$ cat src/rtl/ssd1306_spi_rx.sv
// SSD1306-side 4-wire SPI receiver: deserialises mode-0 bytes, splits them
// into commands and display data, tracks GDDRAM column/page pointers and
// emits one frame-buffer write strobe per data byte.
module ssd1306_spi_rx (
    input  logic       i_clk,
    input  logic       i_rst,
    input  logic       i_spi_cs,
    input  logic       i_spi_dc,
    input  logic       i_spi_clk,
    input  logic       i_spi_data,
    output logic       o_cmd_valid,
    output logic [7:0] o_cmd,
    output logic       o_wr_en,
    output logic [2:0] o_wr_page,
    output logic [6:0] o_wr_col,
    output logic [7:0] o_wr_data,
    output logic       o_display_on,
    output logic [7:0] o_contrast,
    output logic       o_invert,
    output logic [1:0] o_addr_mode,
    output logic       o_frame_err
);

    typedef enum logic [1:0] {
        ST_CMD    = 2'd0,
        ST_PARAM1 = 2'd1,
        ST_PARAM2 = 2'd2
    } state_t;

    // Number of parameter bytes that follow an opcode.
    function automatic logic [1:0] param_count(input logic [7:0] op);
        case (op)
            8'h81, 8'h20, 8'hA8, 8'hD3, 8'hD5, 8'hD9, 8'hDB, 8'h8D: param_count = 2'd1;
            8'h21, 8'h22:                                             param_count = 2'd2;
            default:                                                  param_count = 2'd0;
        endcase
    endfunction

    logic       cs_m_r, cs_s_r, cs_d_r;
    logic       clk_m_r, clk_s_r, clk_d_r;
    logic       dc_m_r, dc_s_r;
    logic       data_m_r, data_s_r;
    logic       rise_s, cs_rise_s;

    logic [2:0] bit_cnt_r;
    logic [7:0] shift_r;
    logic [7:0] byte_r;
    logic       byte_dc_r;
    logic       byte_valid_r;

    state_t     state_r, state_n;
    logic       cmd_done_s;
    logic [7:0] done_op_s;
    logic [7:0] op_r;
    logic [6:0] p0_r;

    logic [6:0] col_r, col_start_r, col_end_r;
    logic [2:0] page_r, page_start_r, page_end_r;

    // Two-flop synchronisers plus one history flop for edge detection.
    always_ff @(posedge i_clk) begin
        if (i_rst) begin
            cs_m_r   <= 1'b1;
            cs_s_r   <= 1'b1;
            cs_d_r   <= 1'b1;
            clk_m_r  <= 1'b0;
            clk_s_r  <= 1'b0;
            clk_d_r  <= 1'b0;
            dc_m_r   <= 1'b0;
            dc_s_r   <= 1'b0;
            data_m_r <= 1'b0;
            data_s_r <= 1'b0;
        end else begin
            cs_m_r   <= i_spi_cs;
            cs_s_r   <= cs_m_r;
            cs_d_r   <= cs_s_r;
            clk_m_r  <= i_spi_clk;
            clk_s_r  <= clk_m_r;
            clk_d_r  <= clk_s_r;
            dc_m_r   <= i_spi_dc;
            dc_s_r   <= dc_m_r;
            data_m_r <= i_spi_data;
            data_s_r <= data_m_r;
        end
    end

    assign rise_s    = clk_s_r & ~clk_d_r & ~cs_s_r;
    assign cs_rise_s = cs_s_r & ~cs_d_r;

    // Bit shifter: assembles MSB-first bytes, aborts partial bytes on CS release.
    always_ff @(posedge i_clk) begin
        if (i_rst) begin
            bit_cnt_r    <= 3'd0;
            shift_r      <= 8'h00;
            byte_r       <= 8'h00;
            byte_dc_r    <= 1'b0;
            byte_valid_r <= 1'b0;
            o_frame_err  <= 1'b0;
        end else begin
            byte_valid_r <= 1'b0;
            o_frame_err  <= 1'b0;
            if (cs_rise_s && (bit_cnt_r != 3'd0)) begin
                bit_cnt_r   <= 3'd0;
                o_frame_err <= 1'b1;
            end else if (rise_s) begin
                shift_r   <= {shift_r[6:0], data_s_r};
                bit_cnt_r <= bit_cnt_r + 3'd1;
                if (bit_cnt_r == 3'd7) begin
                    byte_r       <= {shift_r[6:0], data_s_r};
                    byte_dc_r    <= dc_s_r;
                    byte_valid_r <= 1'b1;
                end
            end
        end
    end

    // Command FSM state register.
    always_ff @(posedge i_clk) begin
        if (i_rst) begin
            state_r <= ST_CMD;
        end else begin
            state_r <= state_n;
        end
    end

    // Command FSM next state; flags command completion and the finished opcode.
    always_comb begin
        state_n    = state_r;
        cmd_done_s = 1'b0;
        done_op_s  = op_r;
        if (byte_valid_r && !byte_dc_r) begin
            case (state_r)
                ST_CMD: begin
                    done_op_s = byte_r;
                    if (param_count(byte_r) == 2'd0) begin
                        cmd_done_s = 1'b1;
                    end else begin
                        state_n = ST_PARAM1;
                    end
                end
                ST_PARAM1: begin
                    if (param_count(op_r) == 2'd2) begin
                        state_n = ST_PARAM2;
                    end else begin
                        state_n    = ST_CMD;
                        cmd_done_s = 1'b1;
                    end
                end
                ST_PARAM2: begin
                    state_n    = ST_CMD;
                    cmd_done_s = 1'b1;
                end
                default: state_n = ST_CMD;
            endcase
        end else if (byte_valid_r) begin
            // Data byte abandons any half-collected command.
            state_n = ST_CMD;
        end else begin
            state_n = state_r;
        end
    end

    // Command effects, status registers, address pointers and write strobes.
    always_ff @(posedge i_clk) begin
        if (i_rst) begin
            op_r         <= 8'h00;
            p0_r         <= 7'd0;
            o_cmd_valid  <= 1'b0;
            o_cmd        <= 8'h00;
            o_wr_en      <= 1'b0;
            o_wr_page    <= 3'd0;
            o_wr_col     <= 7'd0;
            o_wr_data    <= 8'h00;
            o_display_on <= 1'b0;
            o_contrast   <= 8'h7F;
            o_invert     <= 1'b0;
            o_addr_mode  <= 2'd2;
            col_r        <= 7'd0;
            col_start_r  <= 7'd0;
            col_end_r    <= 7'd127;
            page_r       <= 3'd0;
            page_start_r <= 3'd0;
            page_end_r   <= 3'd7;
        end else begin
            o_cmd_valid <= 1'b0;
            o_wr_en     <= 1'b0;
            if (byte_valid_r && !byte_dc_r && (state_r == ST_CMD)) begin
                op_r <= byte_r;
            end
            if (byte_valid_r && !byte_dc_r && (state_r == ST_PARAM1)) begin
                p0_r <= byte_r[6:0];
            end
            if (cmd_done_s) begin
                o_cmd_valid <= 1'b1;
                o_cmd       <= done_op_s;
                case (done_op_s)
                    8'hAE: o_display_on <= 1'b0;
                    8'hAF: o_display_on <= 1'b1;
                    8'hA6: o_invert     <= 1'b0;
                    8'hA7: o_invert     <= 1'b1;
                    8'h81: o_contrast   <= byte_r;
                    8'h20: o_addr_mode  <= byte_r[1:0];
                    8'h21: begin
                        col_start_r <= p0_r;
                        col_end_r   <= byte_r[6:0];
                        col_r       <= p0_r;
                    end
                    8'h22: begin
                        page_start_r <= p0_r[2:0];
                        page_end_r   <= byte_r[2:0];
                        page_r       <= p0_r[2:0];
                    end
                    default: begin
                        if (done_op_s[7:3] == 5'b10110) begin
                            page_r <= done_op_s[2:0];
                        end else if (done_op_s[7:4] == 4'h0) begin
                            col_r[3:0] <= done_op_s[3:0];
                        end else if (done_op_s[7:3] == 5'b00010) begin
                            col_r[6:4] <= done_op_s[2:0];
                        end else begin
                            col_r <= col_r;
                        end
                    end
                endcase
            end else if (byte_valid_r && byte_dc_r) begin
                o_wr_en   <= 1'b1;
                o_wr_page <= page_r;
                o_wr_col  <= col_r;
                o_wr_data <= byte_r;
                case (o_addr_mode)
                    2'd0: begin
                        if (col_r == col_end_r) begin
                            col_r  <= col_start_r;
                            page_r <= (page_r == page_end_r) ? page_start_r : page_r + 3'd1;
                        end else begin
                            col_r <= col_r + 7'd1;
                        end
                    end
                    2'd1: begin
                        if (page_r == page_end_r) begin
                            page_r <= page_start_r;
                            col_r  <= (col_r == col_end_r) ? col_start_r : col_r + 7'd1;
                        end else begin
                            page_r <= page_r + 3'd1;
                        end
                    end
                    default: begin
                        col_r <= (col_r == col_end_r) ? col_start_r : col_r + 7'd1;
                    end
                endcase
            end
        end
    end

endmodule
$ cat config.mk
export PLATFORM = sky130hd
export DESIGN_NAME = ssd1306_spi_rx
export DESIGN_NICKNAME = d
export VERILOG_FILES = /design/src/rtl/ssd1306_spi_rx.sv
export SDC_FILE = /design/constraint.sdc
export NUM_CORES = 1
export LEC_CHECK = 0
export BUFFER_PORTS_ARGS = -buffer_cell sky130_fd_sc_hd__buf_2
export CAP_MARGIN = 5
export CORE_AREA = 2 2 125 127
export DETAILED_ROUTE_END_ITERATION = 6
export DIE_AREA = 0 0 127 129
export MAX_ROUTING_LAYER = met4
export PLACE_DENSITY_LB_ADDON = 0.3
export SLEW_MARGIN = 40
export SYNTH_ARGS = -nofsm -noshare
export SYNTH_HDL_FRONTEND = slang
export SYNTH_SLANG_ARGS = --single-unit
$ cat constraint.sdc
create_clock -name i_clk -period 3.3 [get_ports i_clk]
set_input_delay 0.495 -clock i_clk [delete_from_list [all_inputs] [get_ports i_clk]]
set_output_delay 0.495 -clock i_clk [all_outputs]
set_load 0.1 [all_outputs]
Yosys cells after proc, flatten, opt, wreduce, memory -nomap -nowiden
Index checks and enable logic that the tools add are counted.
{"block": "word_totals", "ff_bits": 118, "in_bits": 6, "output_inout_bits": 41}
{"block": "classes", "add_sub_neg": 3, "n_eq_ne": 47, "n_mux": 40, "bitwise": 9, "reduce_logical": 38}
{"operator": "$eq A8 B8 Y1 const B", "count": 19}
{"operator": "$eq A8 B6 Y1 const B", "count": 9}
{"operator": "$mux W7", "count": 6}
{"operator": "$mux W3", "count": 7}
{"operator": "$reduce_and A2 Y1", "count": 9}
{"operator": "$mux W2", "count": 8}
{"operator": "$mux W8", "count": 2}
{"operator": "$reduce_or A8 Y1", "count": 2}
{"operator": "$pmux W7 S2", "count": 1}
{"operator": "$reduce_or A7 Y1", "count": 2}
{"operator": "$pmux W2 S2", "count": 3}
{"operator": "$pmux W3 S2", "count": 2}
{"operator": "$reduce_and A5 Y1", "count": 2}
{"operator": "$ne A3 B1 Y1 const B", "count": 3}
{"operator": "$ne A3 B3 Y1 const B", "count": 3}
{"operator": "$reduce_bool A2 Y1", "count": 4}
{"operator": "$reduce_or A2 Y1", "count": 4}
{"operator": "$add A7 B1 Y7 const B", "count": 1}
{"operator": "$eq A7 B7 Y1", "count": 1}
{"operator": "$mux W1", "count": 7}
{"operator": "$add A3 B1 Y3 const B", "count": 2}
{"operator": "$logic_not A2 Y1", "count": 3}
{"operator": "$ne A3 B2 Y1 const B", "count": 2}
{"operator": "$not A1 Y1", "count": 6}
{"operator": "other kinds (18)", "count": 29}

Depth between registers and ports, before layout
{"block": "depth", "ltp_word": 11, "mapped_depth": 10, "ltp_nobuf": 7}

Worst setup path before layout
Ideal clock, no wire load.
{"block": "synth_path", "path_type": "reg-to-reg", "from": "reg state_r[1]", "to": "reg col_r[2]", "setup_time_ns": 0.130, "arrival_ns": 2.223, "required_ns": 3.170, "setup_slack_ns": 0.947, "path_stages_with_launch": 9, "n_path_buf": 1, "synth_period_minus_slack_ns": 2.353, "cell_sequence": "dfxtp_1 or4b_1 buf_2 mux2i_1 o41ai_1 o211ai_1 a32o_2 a2111oi_2 nor3_1"}
{"block": "synth_via", "elab_chain_len": 7, "word_cells_on_any_way": 28, "classes_between": "eq/ne (15); mux (8); reduce/logical (5)"}
{"item": "start: declaration", "line_no": "51", "source": "state_t state_r, state_n;"}
{"item": "start signal: assignment", "line_no": "122", "source": "state_r <= state_n;"}
{"item": "$logic_not A2 Y1", "line_no": "132", "source": "case (state_r)"}
{"item": "$mux W8", "line_no": "132"}
{"item": "$mux W8", "line_no": "131", "source": "if (byte_valid_r && !byte_dc_r) begin"}
{"item": "$eq A8 B6 Y1, or another cell as far along", "line_no": "196", "source": "case (done_op_s)"}
{"item": "$reduce_or A7 Y1 (no line) or $mux W7 (tied branches)"}
{"item": "$ne A2 B2 Y1 (no line) or $pmux W7 S2 (tied branches)"}
{"item": "$reduce_and A5 Y1 (no line) or $mux W7 (tied branches)"}
{"item": "end signal: assignment", "line_no": "206", "source": "col_r <= p0_r;"}
{"item": "end signal: assignment", "line_no": "217", "source": "col_r[3:0] <= done_op_s[3:0];"}
{"item": "end signal: assignment", "line_no": "221", "source": "col_r <= col_r;"}
{"item": "end: declaration", "line_no": "57", "source": "logic [6:0] col_r, col_start_r, col_end_r;"}
Several ways; a longest one is shown, not always the timed one. The select of a mux whose other input is x is not followed.
A chain may end at the register's enable or synchronous reset.

Worst setup path in the final report
{"block": "layout_path", "from": "reg byte_r[6]", "to": "reg page_r[2]"}
{"block": "layout_via", "elab_chain_len": 11, "word_cells_on_any_way": 39, "classes_between": "eq/ne (22); mux (10); reduce/logical (7)"}
{"item": "start: declaration", "line_no": "47", "source": "logic [7:0] byte_r;"}
{"item": "start signal: assignment", "line_no": "109", "source": "byte_r <= {shift_r[6:0], data_s_r};"}
{"item": "$eq A8 B8 Y1 or $eq A8 B6 Y1 (tied branches)", "line_no": "32", "source": "case (op)"}
{"item": "$reduce_or A8 Y1 or $reduce_or A2 Y1 (tied branches)", "line_no": "32"}
{"item": "$pmux W2 S2", "line_no": "32"}
{"item": "$mux W2", "line_no": "132"}
{"item": "$mux W2", "line_no": "131"}
{"item": "$logic_not A2 Y1", "line_no": "135", "source": "if (param_count(byte_r) == 2'd0) begin"}
{"item": "$mux W1", "line_no": "135"}
{"item": "$pmux W1 S3", "line_no": "132"}
{"item": "$mux W1", "line_no": "131"}
{"item": "$ne A3 B1 Y1 (no line), or another cell as far along"}
{"item": "$reduce_and A5 Y1 (no line)"}
{"item": "end signal: assignment", "line_no": "211", "source": "page_r <= p0_r[2:0];"}
{"item": "end signal: assignment", "line_no": "215", "source": "page_r <= done_op_s[2:0];"}
{"item": "end signal: assignment", "line_no": "234", "source": "page_r <= (page_r == page_end_r) ? page_start_r : page_r + 3'd1;"}
{"item": "end: declaration", "line_no": "58", "source": "logic [2:0] page_r, page_start_r, page_end_r;"}
Several ways; a longest one is shown, not always the timed one. The select of a mux whose other input is x is not followed.

==> impl_metrics.json <==
{
  "gp_congestion": 0.8963,
  "p_leak_nw": 2.423,
  "start_util_pct": 34.72,
  "clk_path_buf_depth": 2,
  "synth_cell_types": 68,
  "grt_pass1_vias": 4158,
  "dpl_cell_area_um2": 5554,
  "netlist.top_cell.by_area": "dfxtp_1",
  "layout_min_cycle_time_ps": 2927,
  "post_cts.repair.setup_buffers": 0,
  "yosys-top-cells-area": "dfxtp_1 45%, nand2_1 8.7%, mux2i_1 6.4%, a21oi_1 5.0%, nor2_1 4.3%",
  "numPortBuffers": 46,
  "fin_skew_ps": 16.48,
  "die_h_um": 129,
  "power_density_nw_per_um2": 527.7,
  "track_usage_pct": 17.84,
  "yosys.area_share.adder_pct": 1.203,
  "irDropWorstVdd_v": 0.0003497,
  "setup_ws_ps": 373.4,
  "start_kind": "register",
  "yosys_warnings": 0,
  "critPathArrivalTime_ps": 3200,
  "cp-startpoint": "byte_r[6]",
  "antenna_found_initial": 0,
  "synth_seq_cells": 118,
  "vias_per_cell": 5.138,
  "wirelength_mm": 13.28,
  "stdcell_area_um2": 6131,
  "finalSetupTns_ps": 0,
  "pin_count": 47,
  "slew_violations": 0,
  "synthArstFlopShare_pct": 0,
  "diodes": 0,
  "outcome": "complete, no violations",
  "fp-row-count": 45,
  "first_pass_iters": 4,
  "yosys.cell_count.top_type": "nand2_1",
  "detail_route.wl_per_cell_um": 15.92,
  "r2r_start": "byte_r[6]",
  "clk_latency_ps": 430,
  "maxCapViolCount": 0,
  "ys.flop_type": "dfxtp_1",
  "vias": 4285,
  "synth_cells": 598,
  "fp.dieArea_um2": 16380,
  "drc": 0,
  "synth_edf_count": 0,
  "synth-simple-area-share_pct": 24.01,
  "fillers": 1516,
  "critPathRequiredTime_ps": 3570,
  "dp_slack_ps": 384.4,
  "slew_headroom_pct": 49.47,
  "clkTransAtPathRegs_ps": 60,
  "yosysTopAreaCellShare_pct": 45.43,
  "cts_root_buf": "clkbuf_16",
  "max_clock_freq_ghz": 0.3417,
  "cts-resized-gates": 0,
  "cts_inserted_buffers": 17,
  "drt_iter0_drc": 329,
  "crit_type": "register to register",
  "cts_hold_buffers": 0,
  "worstSetupEndpointType": "register",
  "worst_pin_slew_ps": 753.3,
  "synth_seq_area_share_pct": 45.43,
  "synthTopCellsByCount": "121 x nand2_1, 118 x dfxtp_1, 59 x nor2_1",
  "post-route-period-util_pct": 88.68,
  "drive_above_1_share_pct": 17.18,
  "synth_top_family_by_area": "simple AND/OR/NAND/NOR gates",
  "rsz0062_at_grt": "false",
  "fin_nets": 644,
  "yosys.area_share.xor_xnor_pct": 3.200,
  "reg2reg_depth": 7,
  "ant_nets": 0,
  "place_hpwl_mm": 8.830,
  "hold_class": "primary input to register",
  "grt_remaining_overflow": 0,
  "grt_max_degree": 97,
  "grt_pass1_wl_mm": 21.89,
  "synth_compound_area_share_pct": 14.34,
  "fp.dieW_um": 127,
  "cts_tree": "yes",
  "r2r_end": "page_r[2]",
  "htree_levels": 4,
  "synth_area_um2": 5200,
  "syn2layout_area_growth_pct": 17.90,
  "setup_viol": 0,
  "avgSynthCellArea_um2": 8.696,
  "clock-sinks": 118,
  "muxShareOfSynthArea_pct": 7.218,
  "endpoint": "page_r[2]",
  "core_um2": 14980,
  "ff2ff_setup_slack_ps": 370,
  "cp_max_fo": 12,
  "synth_nets": 609,
  "hold_violations": 0
}
## cells by family (layout without fill, tap and decap cells)
| logic type | after synthesis | after routing |
|---|---|---|
| AOI/OAI and AO/OA | 107 | 107 |
| and+or+nand+nor | 261 | 261 |
| adders and majority gates | 5 | 5 |
| DFF | 118 | 118 |
| buffers and inverters | 52 | 100 |
| muxes | 36 | 36 |
| xor gates and xnor gates | 19 | 19 |
## per-stage QoR
step                total power [mW]  hold WS [ps]  cells  util [%]
floorplan                      1.488         389.5    598         -
global placement               1.496         393.7    802     37.06
detailed placement             1.498         409.3    802     37.08
CTS                            3.276         236.3    834     40.94
global route                   3.349         245.1    834     40.94
finish                         3.235         245.1    834     40.94
## cell usage in the layout, fill, tap and decap left out, types with 12 or more instances in the layout
master / instances
nor2_1: 59
a21oi_1: 52
clkbuf_16: 17
buf_2: 46
xnor2_1: 13
nand2_1: 121
nor2b_1: 14
mux2i_1: 33
dfxtp_1: 118
a211oi_1: 12
## sequential cells by signal, indices dropped and copies added (netlist names), 2 cells and up
register	flops
page_r	3
bit_cnt_r	3
o_wr_col	7
o_cmd	8
page_end_r	3
col_start_r	7
col_end_r	7
shift_r	7
o_wr_data	8
byte_r	8
op_r	8
page_start_r	3
o_contrast	8
state_r	2
o_addr_mode	2
p0_r	7
o_wr_page	3
col_r	7
## routing by layer
| layer | GRT usage, % | up-vias | wire length, µm |
|---|---|---|---|
| li1 | - | 2121 | - |
| met1 | 22.07 | 2035 | 6120 |
| met2 | 26.88 | 103 | 6032 |
| met3 | 5.447 | 26 | 774 |
| met4 | 7.951 | 0 | 352 |
| met5 | - | - | 0 |
## layout make-up
type                       count  area, µm²  area share (%)
multi-input combinational    428       2599           42.39
timing repair buffer          57      316.6           5.163
sequential                   118       2362           38.53
tap                          188      235.2           3.837
clock buffer                  19      452.9           7.388
clock inverter                13      123.9           2.020
inverter                      11      41.29          0.6735
## power by group
part	switching [mW]	internal [mW]	total, mW	leakage [nW]
Combinational	0.0266	0.00766	0.0343	1.19
Sequential	0.00192	1.43	1.43	0.953
Clock	0.689	1.08	1.77	0.276
## worst max-delay path, cell delays in order (launching register included)
cell	delay, ps
dfxtp_1	790
nand2_1	180
nor4_2	380
a2111oi_4	120
nor2_1	500
nor2_1	270
a2111oi_0	430
nor3_1	100
## how the worst min path moves through the flow
stage | to | startpoint | cells past startpoint | slack, ps
2_1_floorplan | cs_s_r | cs_m_r | 1 | 390
3_3_place_gp | cs_s_r | cs_m_r | 1 | 390
3_5_place_dp | cs_s_r | cs_m_r | 1 | 410
4_1_cts | cs_m_r | i_spi_cs | 2 | 240
5_1_grt | cs_m_r | i_spi_cs | 2 | 250
6_report | cs_m_r | i_spi_cs | 2 | 250
No activity file was read; power rests on OpenSTA's default activity.
